File: config.mk
export PLATFORM = sky130hd
export DESIGN_NAME = rst_seq
export DESIGN_NICKNAME = d
export VERILOG_FILES = /design/src/rtl/rst_seq.sv
export SDC_FILE = /design/constraint.sdc
export NUM_CORES = 1
export LEC_CHECK = 0
export ABC_CLOCK_PERIOD_IN_PS = 3000
export CORE_MARGIN = 1
export CORE_UTILIZATION = 40
export DETAILED_ROUTE_END_ITERATION = 7
export DONT_BUFFER_PORTS = 1
export PLACE_DENSITY = 0.52
export SYNTH_ARGS = -nofsm -noshare
export SYNTH_HDL_FRONTEND = slang
export SYNTH_SLANG_ARGS = --single-unit
File: constraint.sdc
create_clock -name clk -period 3 [get_ports clk]
set_input_delay 0.15 -clock clk [delete_from_list [all_inputs] [get_ports clk]]
set_output_delay 0.15 -clock clk [all_outputs]
set_load 0.01 [all_outputs]
File: src/rtl/rst_seq.sv
// Reset sequencer: releases peripheral reset, then core reset, after PLL lock;
// tears down core-first on a filtered reboot request and latches poweroff.
module rst_seq #(
    parameter int PERIPH_DELAY  = 16,
    parameter int CORE_DELAY    = 16,
    parameter int DRAIN_CYCLES  = 8,
    parameter int HOLD_CYCLES   = 32,
    parameter int FILTER_CYCLES = 4,
    parameter int CNT_WIDTH     = 16
) (
    input  logic       clk,
    input  logic       resetn,
    input  logic       pll_locked,
    input  logic       reboot_n,
    input  logic       poweroff,
    output logic       periph_resetn,
    output logic       core_resetn,
    output logic       powered_off,
    output logic [7:0] reboot_count,
    output logic [2:0] state_o
);

    localparam int FW = (FILTER_CYCLES > 1) ? $clog2(FILTER_CYCLES) : 1;

    typedef enum logic [2:0] {
        WAIT_LOCK     = 3'd0,
        REL_PERIPH    = 3'd1,
        REL_CORE      = 3'd2,
        RUN           = 3'd3,
        ASSERT_CORE   = 3'd4,
        ASSERT_PERIPH = 3'd5,
        OFF           = 3'd6
    } state_t;

    state_t               state, state_n;
    logic [CNT_WIDTH-1:0] cnt, cnt_n;
    logic [FW-1:0]        filt_cnt, filt_cnt_n;
    logic                 lock_meta, lock_s;
    logic                 periph_n, core_n, off_n;
    logic [7:0]           count_n;

    always_ff @(posedge clk) begin
        if (!resetn) begin
            state         <= WAIT_LOCK;
            cnt           <= '0;
            filt_cnt      <= '0;
            lock_meta     <= 1'b0;
            lock_s        <= 1'b0;
            periph_resetn <= 1'b0;
            core_resetn   <= 1'b0;
            powered_off   <= 1'b0;
            reboot_count  <= 8'd0;
        end else begin
            state         <= state_n;
            cnt           <= cnt_n;
            filt_cnt      <= filt_cnt_n;
            lock_meta     <= pll_locked;
            lock_s        <= lock_meta;
            periph_resetn <= periph_n;
            core_resetn   <= core_n;
            powered_off   <= off_n;
            reboot_count  <= count_n;
        end
    end

    // Priority: terminal OFF, then poweroff, then lock loss, then per-state sequencing.
    always_comb begin
        state_n    = state;
        cnt_n      = cnt;
        filt_cnt_n = '0;
        periph_n   = periph_resetn;
        core_n     = core_resetn;
        off_n      = powered_off;
        count_n    = reboot_count;

        if (state == OFF || poweroff) begin
            state_n  = OFF;
            periph_n = 1'b0;
            core_n   = 1'b0;
            off_n    = 1'b1;
            cnt_n    = '0;
        end else if (!lock_s && state != WAIT_LOCK) begin
            state_n  = WAIT_LOCK;
            periph_n = 1'b0;
            core_n   = 1'b0;
            cnt_n    = '0;
        end else begin
            case (state)
                WAIT_LOCK: begin
                    periph_n = 1'b0;
                    core_n   = 1'b0;
                    if (lock_s) begin
                        state_n = REL_PERIPH;
                        cnt_n   = '0;
                    end
                end
                REL_PERIPH: begin
                    if (cnt == CNT_WIDTH'(PERIPH_DELAY - 1)) begin
                        state_n  = REL_CORE;
                        periph_n = 1'b1;
                        cnt_n    = '0;
                    end else begin
                        cnt_n = cnt + 1'b1;
                    end
                end
                REL_CORE: begin
                    if (cnt == CNT_WIDTH'(CORE_DELAY - 1)) begin
                        state_n = RUN;
                        core_n  = 1'b1;
                        cnt_n   = '0;
                    end else begin
                        cnt_n = cnt + 1'b1;
                    end
                end
                RUN: begin
                    if (!reboot_n) begin
                        if (filt_cnt == FW'(FILTER_CYCLES - 1)) begin
                            state_n = ASSERT_CORE;
                            core_n  = 1'b0;
                            cnt_n   = '0;
                            count_n = (reboot_count == 8'hFF) ? reboot_count : reboot_count + 8'd1;
                        end else begin
                            filt_cnt_n = filt_cnt + 1'b1;
                        end
                    end
                end
                ASSERT_CORE: begin
                    if (cnt == CNT_WIDTH'(DRAIN_CYCLES - 1)) begin
                        state_n  = ASSERT_PERIPH;
                        periph_n = 1'b0;
                        cnt_n    = '0;
                    end else begin
                        cnt_n = cnt + 1'b1;
                    end
                end
                ASSERT_PERIPH: begin
                    if (cnt == CNT_WIDTH'(HOLD_CYCLES - 1)) begin
                        state_n = WAIT_LOCK;
                        cnt_n   = '0;
                    end else begin
                        cnt_n = cnt + 1'b1;
                    end
                end
                default: begin
                    state_n  = WAIT_LOCK;
                    periph_n = 1'b0;
                    core_n   = 1'b0;
                    cnt_n    = '0;
                end
            endcase
        end
    end

    assign state_o = state;

endmodule

## After elaboration in Yosys (flattened, before gate mapping)

Cells that the tools add are included.

- Register bits: 34
- Input bits: 5
- Output and inout bits: 14
- Logic and storage cells: 85

- Add/subtract/negate cells: 3
- Equal/unequal tests: 25
- Muxes and demuxes: 23
- Bitwise gates (word level): 8
- Reductions and logical operators: 16

Operators by type and width:

| kind | number |
|---|---|
| $mux 16 | 6 |
| $pmux 16 s5 | 1 |
| $ne 4x4->1 const B | 7 |
| $mux 3 | 9 |
| $pmux 3 s6 | 1 |
| $add 16x1->16 const B | 1 |
| $eq 16x3->1 const B | 1 |
| $eq 16x4->1 const B | 1 |
| $eq 16x5->1 const B | 1 |
| $ne 2x2->1 const B | 7 |
| $reduce_and 7->1 | 2 |
| $eq 3x3->1 const B | 3 |
| $reduce_or 3->1 | 3 |
| $add 8x1->8 const B | 1 |
| $eq 8x8->1 const B | 1 |
| $not 1->1 | 8 |
| $eq 3x2->1 const B | 2 |
| $pmux 1 s3 | 2 |
| $reduce_and 3->1 | 2 |
| $reduce_and 6->1 | 1 |
| $reduce_or 6->1 | 1 |
| $mux 1 | 4 |
| $reduce_and 4->1 | 1 |
| $eq 3x1->1 const B | 1 |
| other kinds (8) | 8 |

## Logic depth before layout (Yosys ltp)

Gate-level depths: netlist of the first run.

- Word-level depth: 6
- Gate-level depth with buffers: 7
- Mapped depth without buffers: 6

## Least setup slack after synthesis of the first run

No wires, ideal clock.

- Path kind: reg-to-reg
- Start point: register cnt[0]
- End point: register cnt[11]
- Setup time: 117 ps
- Data arrival time: 2249 ps
- Data required time: 2883 ps
- Slack: 634 ps
- Stages on the path, launching flop included: 8
- Buffers on the path: 1
- Period minus slack after synthesis: 2366 ps
- Path through: dfxtp_1 -> ha_1 -> or4bb_2 -> nor4_1 -> o2bb2ai_2 -> o31ai_2 -> buf_2 -> nor2_1

- Longest elaborated chain between the ends: 3
- Elaborated cells on any way between the ends: 8
- Those cells by class: 1 x add/sub; 3 x eq/ne; 4 x mux

Ends and longest elaborated chain:

| what | line | text |
|---|---|---|
| start, declared | 36 | `logic [CNT_WIDTH-1:0] cnt, cnt_n;` |
| start signal, assigned | 55 | `cnt <= cnt_n;` |
| $add 16x1->16, or another cell as far along | - |  |
| $mux 16, on equally long branches | - |  |
| $pmux 16 s5 (*) | 88 | `case (state)` |

Mark *: on every way between the ends. The rest lies on a longest branch, timed or not.
A chain may end at the register's enable or synchronous reset.

## Worst setup path in the final report of the first run

- Start point: register cnt[0]
- End point: register state[0], in the netlist state_o[0]

- Longest elaborated chain between the ends: 3
- Elaborated cells on any way between the ends: 8
- Those cells by class: 7 x eq/ne; 1 x reduce/logical

Ends and longest elaborated chain:

| what | line | text |
|---|---|---|
| $eq 16x5->1, or another cell as far along | 137 | `if (cnt == CNT_WIDTH'(HOLD_CYCLES - 1)) begin` |
| $ne 2x2->1 (no line) | - |  |
| $reduce_and 7->1 (no line) (*) | - |  |
| end signal, assigned | 54 | `state <= state_n;` |
| end, declared | 35 | `state_t state, state_n;` |

Marked as above.

==> impl_metrics.tcl, run 1 <==
set metrics [dict create \
    critPathCaptureType "flop" \
    maxSlewViolCount 0 \
    ys_seq_elements 34 \
    timing.final.crit_share_pct 87.81 \
    critical_path_arrival_ps 2850 \
    dr.pass1.iters 4 \
    wire_per_inst_um 14.49 \
    finalPower_mw 0.8921 \
    detail-route-antenna-nets 0 \
    grt_pass1_vias 1464 \
    rr_startpoint "cnt[0]" \
    path_class "reg -> reg" \
    status "complete, no violations" \
    dpl.hpwl_um 2793 \
    holdCritPathClass "in -> reg" \
    skew_ps 3.311 \
    die_w_um 68.18 \
    final_cell_mix "34 x nor2_1, 34 x dfxtp_1, 14 x nand2_1" \
    synth.distinct_cells 45 \
    cp.required_ps 3220 \
    synth_edf_count 0 \
    max_slew.worst_pin.slew_ps 576.5 \
    clk_path_buf_depth 2 \
    yosysSeqAreaShare_pct 38.86 \
    num_vias 1488 \
    period_minus_slack_ps 2634 \
    dieHeight_um 68.18 \
    synth_flop_cell "dfxtp_1" \
    grt_use_total_pct 19.14 \
    peakVddDrop_mv 0.3378 \
    row_count 23 \
    clk_latency_ps 280 \
    die_area_um2 4648 \
    setup_viol 0 \
    syn_inst 208 \
    diodes 0 \
    grt_antenna_before_repair 0 \
    yosysWarnings 0 \
    rsz0062_at_grt "false" \
    initial_core_util_pct 42.57 \
    async_flop_share_pct 0 \
    io_pins 19 \
    postPlaceCellArea_um2 1809 \
    syn_area_um2 1752 \
    crit_path_cell_trace "ha_1 > or4bb_2 > nor4_1 > o2bb2ai_2 > or4_1 > a21boi_1" \
    place.port_buffers 0 \
    cts_tree "done" \
    detailedRoute.firstIterationViolations 113 \
    synth_fp_nets 216 \
    p_leak_nw 0.6710 \
    cts_htree_levels 2 \
    cts_num_sinks 34 \
    core_area_um2 4115 \
    fmax_ghz 0.3796 \
    numCtsBuffers 5 \
    maxCapViolCount 0 \
    nFillCells 444 \
    drive_above_1_share_pct 9.767 \
    path_buf_inv 0 \
    critPathLaunchType "flop" \
    overflow 0 \
    holdCritStartpoint "resetn" \
    grt_pass1_wl_um 6603 \
    crit_start "cnt[0]" \
    cpPeakStageDelay_ps 620 \
    gp_congestion 0.8370 \
    path_clk_slew_ps 70 \
    cts-root-buf "clkbuf_8" \
    cp_top_family "simple AND/OR/NAND/NOR gates" \
    slowest_stage "or4bb_2" \
    finish.instance_area_um2 1921 \
    hold_viol_final 0 \
    avgViaCountPerCell 5.615 \
    wl_um 3840 \
    syn-mean-instance-area_um2 8.422 \
    area_growth_pct 9.643 \
    grt_max_degree 17 \
    critPathMaxFanout 9 \
    maxSlewHeadroom_pct 61.21 \
    power_density_nw_per_um2 464.5 \
    nets 222 \
    setup_tns_ps 0 \
    drc_errors 0 \
]
-- cell usage after synthesis (2+ instances only) --
| library cell | n | share of area [%] |
|---|---|---|
| o21ai_0 | 13 | 3.7 |
| and2_1 | 2 | 0.71 |
| nor4_1 | 6 | 2.1 |
| nor2b_1 | 4 | 1.4 |
| dfxtp_1 | 34 | 39 |
| o2111ai_1 | 7 | 3.5 |
| or2b_2 | 2 | 1.0 |
| ha_1 | 3 | 2.1 |
| a21boi_0 | 2 | 0.86 |
| or4_1 | 2 | 0.86 |
| nor3_1 | 8 | 2.3 |
| a21oi_1 | 6 | 1.7 |
| inv_1 | 3 | 0.64 |
| o22ai_1 | 2 | 0.71 |
| xnor2_1 | 6 | 3.0 |
| and3_1 | 3 | 1.1 |
| a211oi_1 | 3 | 1.3 |
| buf_2 | 2 | 0.57 |
| a31oi_1 | 2 | 0.71 |
| xor2_1 | 12 | 6.0 |
| clkbuf_1 | 5 | 1.1 |
| nand2_1 | 14 | 3.0 |
| or4_4 | 2 | 1.3 |
| nand4_1 | 2 | 0.71 |
| nand3_1 | 8 | 2.3 |
| nor2_1 | 34 | 7.3 |
| nand4b_1 | 2 | 1.0 |
| nand2b_1 | 2 | 0.71 |
-- power by group --
group	switching, mW	internal, mW	leakage [nW]
clock network	0.157	0.185	0.0482
logic	0.0501	0.0294	0.347
registers	0.0123	0.458	0.275
-- path summary, 6_finish.rpt --
check	slack [ps]	to	depth (start not counted)
worst min-delay path	30	state_o[2]	2
worst max register to register	370	state_o[0]	6
worst min register to register	420	filt_cnt[0]	1
worst max-delay path	370	state_o[0]	6
-- stage by stage --
stage               util (%)  setup WS [ps]  cells  hold WS (ps)
global route           46.67          201.7    265         30.64
detailed placement     43.96          397.4    255         277.8
CTS                    46.67          350.2    265         29.92
global placement       43.96          509.7    255         277.8
finish                 46.67          365.8    265         30.94
floorplan                  -          634.2    208         271.7
-- cell type report --
class	count	area, um2	share of cell area [%]
repair buffers	7	57.56	2.997
flip-flops and latches	34	680.7	35.44
inverters	3	11.26	0.5863
well taps	50	62.56	3.257
clock inverters	1	5.005	0.2606
multi-input cells	163	1017	52.96
clock buffers	7	86.33	4.495
-- worst reg2reg max path, delay by kind of cell (launching register included) --
family / cells / cell delay (ps)
and+or+nand+nor: 3 / 1510
AOI/OAI and AO/OA: 2 / 390
adders and majority gates: 1 / 250
DFF: 1 / 420
-- flip-flops by register name, summed over array words and instances (netlist names) --
signal	cells
cnt	16
reboot_count	8
state_o	3
filt_cnt	2
core_resetn	1
lock_meta	1
lock_s	1
periph_resetn	1
powered_off	1
-- routing by layer --
metal	GRT usage, %	share of wire (%)	up-vias
li1	-	-	765
met1	22.36	46	696
met2	32.35	49	22
met3	5.833	4.3	5
met4	7.552	1.0	0
met5	0	0	-
-- cells by family (layout without fill, tap and decap cells) --
family | after synthesis | after routing | synth area share, %
AOI/OAI and AO/OA | 45 | 45 | 18.00
xor gates and xnor gates | 18 | 18 | 9.000
adders and majority gates | 3 | 3 | 2.143
buffers and inverters | 11 | 18 | 3.071
DFF | 34 | 34 | 38.86
muxes | 1 | 1 | 0.5715
and+or+nand+nor | 96 | 96 | 28.36
-- repair_timing --
item                      4_1_cts  5_1_grt
buffers inserted                0        0
gates resized for setup         0        0
hold endpoints to repair        2        0
hold buffers                    2        0
(Power assumes the default switching activity.)
==> run 2, diff against run 1 <==
--- a/config.mk
+++ b/config.mk
@@ -11,6 +11,7 @@
 export DETAILED_ROUTE_END_ITERATION = 7
 export DONT_BUFFER_PORTS = 1
 export PLACE_DENSITY = 0.52
+export SETUP_SLACK_MARGIN = 0.4
 export SYNTH_ARGS = -nofsm -noshare
 export SYNTH_HDL_FRONTEND = slang
 export SYNTH_SLANG_ARGS = --single-unit
==> impl_metrics.tcl, run 2 (synthesized netlist as in run 1, its figures left out) <==
set metrics [dict create \
    status "complete, no violations" \
    slowest_stage "or4_1" \
    cts-root-buf "clkbuf_8" \
    wire_per_inst_um 14.61 \
    avgViaCountPerCell 5.672 \
    critPathLaunchType "flop" \
    clk_path_buf_depth 2 \
    grt_pass1_vias 1458 \
    dpl.hpwl_um 2793 \
    cts_num_sinks 34 \
    cp.required_ps 3220 \
    cts_htree_levels 2 \
    drive_above_1_share_pct 10.23 \
    holdCritPathClass "in -> reg" \
    setup_viol 0 \
    setup_tns_ps 0 \
    place.port_buffers 0 \
    rsz0062_at_grt "false" \
    num_vias 1503 \
    peakVddDrop_mv 0.3366 \
    drc_errors 0 \
    cp_top_family "simple AND/OR/NAND/NOR gates" \
    maxSlewHeadroom_pct 65.45 \
    grt_pass1_wl_um 6603 \
    instances_no_fill 265 \
    initial_core_util_pct 42.57 \
    row_count 23 \
    power_density_nw_per_um2 460.6 \
    crit_path_cell_trace "or4_1 > or4_4 > o2bb2ai_2 > or4_1 > a21boi_1" \
    cts_tree "done" \
    numCtsBuffers 5 \
    clk_latency_ps 280 \
    worst_path_most_repeated_cell "or4_1" \
    wl_um 3872 \
    maxSlewViolCount 0 \
    diodes 0 \
    path_class "reg -> reg" \
    p_leak_nw 0.6726 \
    top_register "cnt" \
    area_growth_pct 10.50 \
    detail-route-antenna-nets 0 \
    grt_max_degree 17 \
    gp_congestion 0.8370 \
    grt_use_total_pct 19.18 \
    period_minus_slack_ps 2417 \
    path_clk_slew_ps 70 \
    critical_path_arrival_ps 2630 \
    cpPeakStageDelay_ps 650 \
    nets 222 \
    grt_antenna_before_repair 0 \
    timing.final.crit_share_pct 80.58 \
    path_buf_inv 0 \
    skew_ps 2.912 \
    core_area_um2 4115 \
    nFillCells 441 \
    fmax_ghz 0.4137 \
    dieHeight_um 68.18 \
    die_w_um 68.18 \
    detailedRoute.firstIterationViolations 88 \
    max_slew.worst_pin.slew_ps 516.3 \
    critPathCaptureType "flop" \
    dp.cells 255 \
    overflow 0 \
    die_area_um2 4648 \
    dr.pass1.iters 6 \
    critPathMaxFanout 9 \
    largest_reg_flops 16 \
    hold_viol_final 0 \
    final_cell_mix "34 x nor2_1, 34 x dfxtp_1, 14 x nand2_1" \
    maxCapViolCount 0 \
    io_pins 19 \
]
==> run 2: cell counts in the layout (fill, tap and decap cells not counted) <==
No cell type changed its count.
==> run 2: area by class of cell <==
type	instances	area [um2]	share of cell area, %
Multi-Input combinational cell	163	1032	53.33
Sequential cell	34	680.7	35.16
Clock buffer	7	86.33	4.460
Tap cell	50	62.56	3.232
Timing Repair Buffer	7	57.56	2.973
Inverter	3	11.26	0.5818
Clock inverter	1	5.005	0.2586
==> run 2: per-stage QoR <==
step / power, mW / hold slack, ps / worst slack [ps] / area (um2) / utilization [%]
6_report: 0.8915 / 30.99 / 582.7 / 1936 / 47.04
3_3_place_gp: 0.5568 / 277.8 / 509.7 / 1809 / 43.96
5_1_grt: 0.9367 / 30.64 / 469.4 / 1936 / 47.04
2_1_floorplan: 0.5386 / 271.7 / 634.2 / 1752 / -
3_5_place_dp: 0.5575 / 277.8 / 397.4 / 1809 / 43.96
4_1_cts: 0.9033 / 29.92 / 535.2 / 1927 / 46.82
==> run 2: path summary, 6_finish.rpt <==
| path | from | end | slack (ps) | depth (start not counted) |
|---|---|---|---|---|
| worst max-delay path | cnt[11] | state_o[0] | 580 | 5 |
| worst min-delay path | resetn | state_o[2] | 30 | 2 |
| worst max register to register | cnt[11] | state_o[0] | 580 | 5 |
| worst min register to register | filt_cnt[0] | filt_cnt[0] | 420 | 1 |
==> run 2: metal layers <==
layer,GRT usage (%),up-vias,routed length [um]
li1,-,764,-
met5,0,-,0
met1,22.56,705,1757
met4,7.813,0,65
met3,5.667,9,174
met2,32.23,25,1875
==> run 2: where the power goes <==
part / switching (mW) / internal (mW)
Clock: 0.157 / 0.185
Combinational: 0.0501 / 0.0294
Sequential: 0.0124 / 0.458
Total: 0.219 / 0.672
==> run 2: timing repair <==
action	4_1_cts	5_1_grt
endpoints found under the hold margin	2	0
hold buffers	2	0
buffers inserted	0	0
gates resized for setup	1	1
setup endpoints to repair	13	1
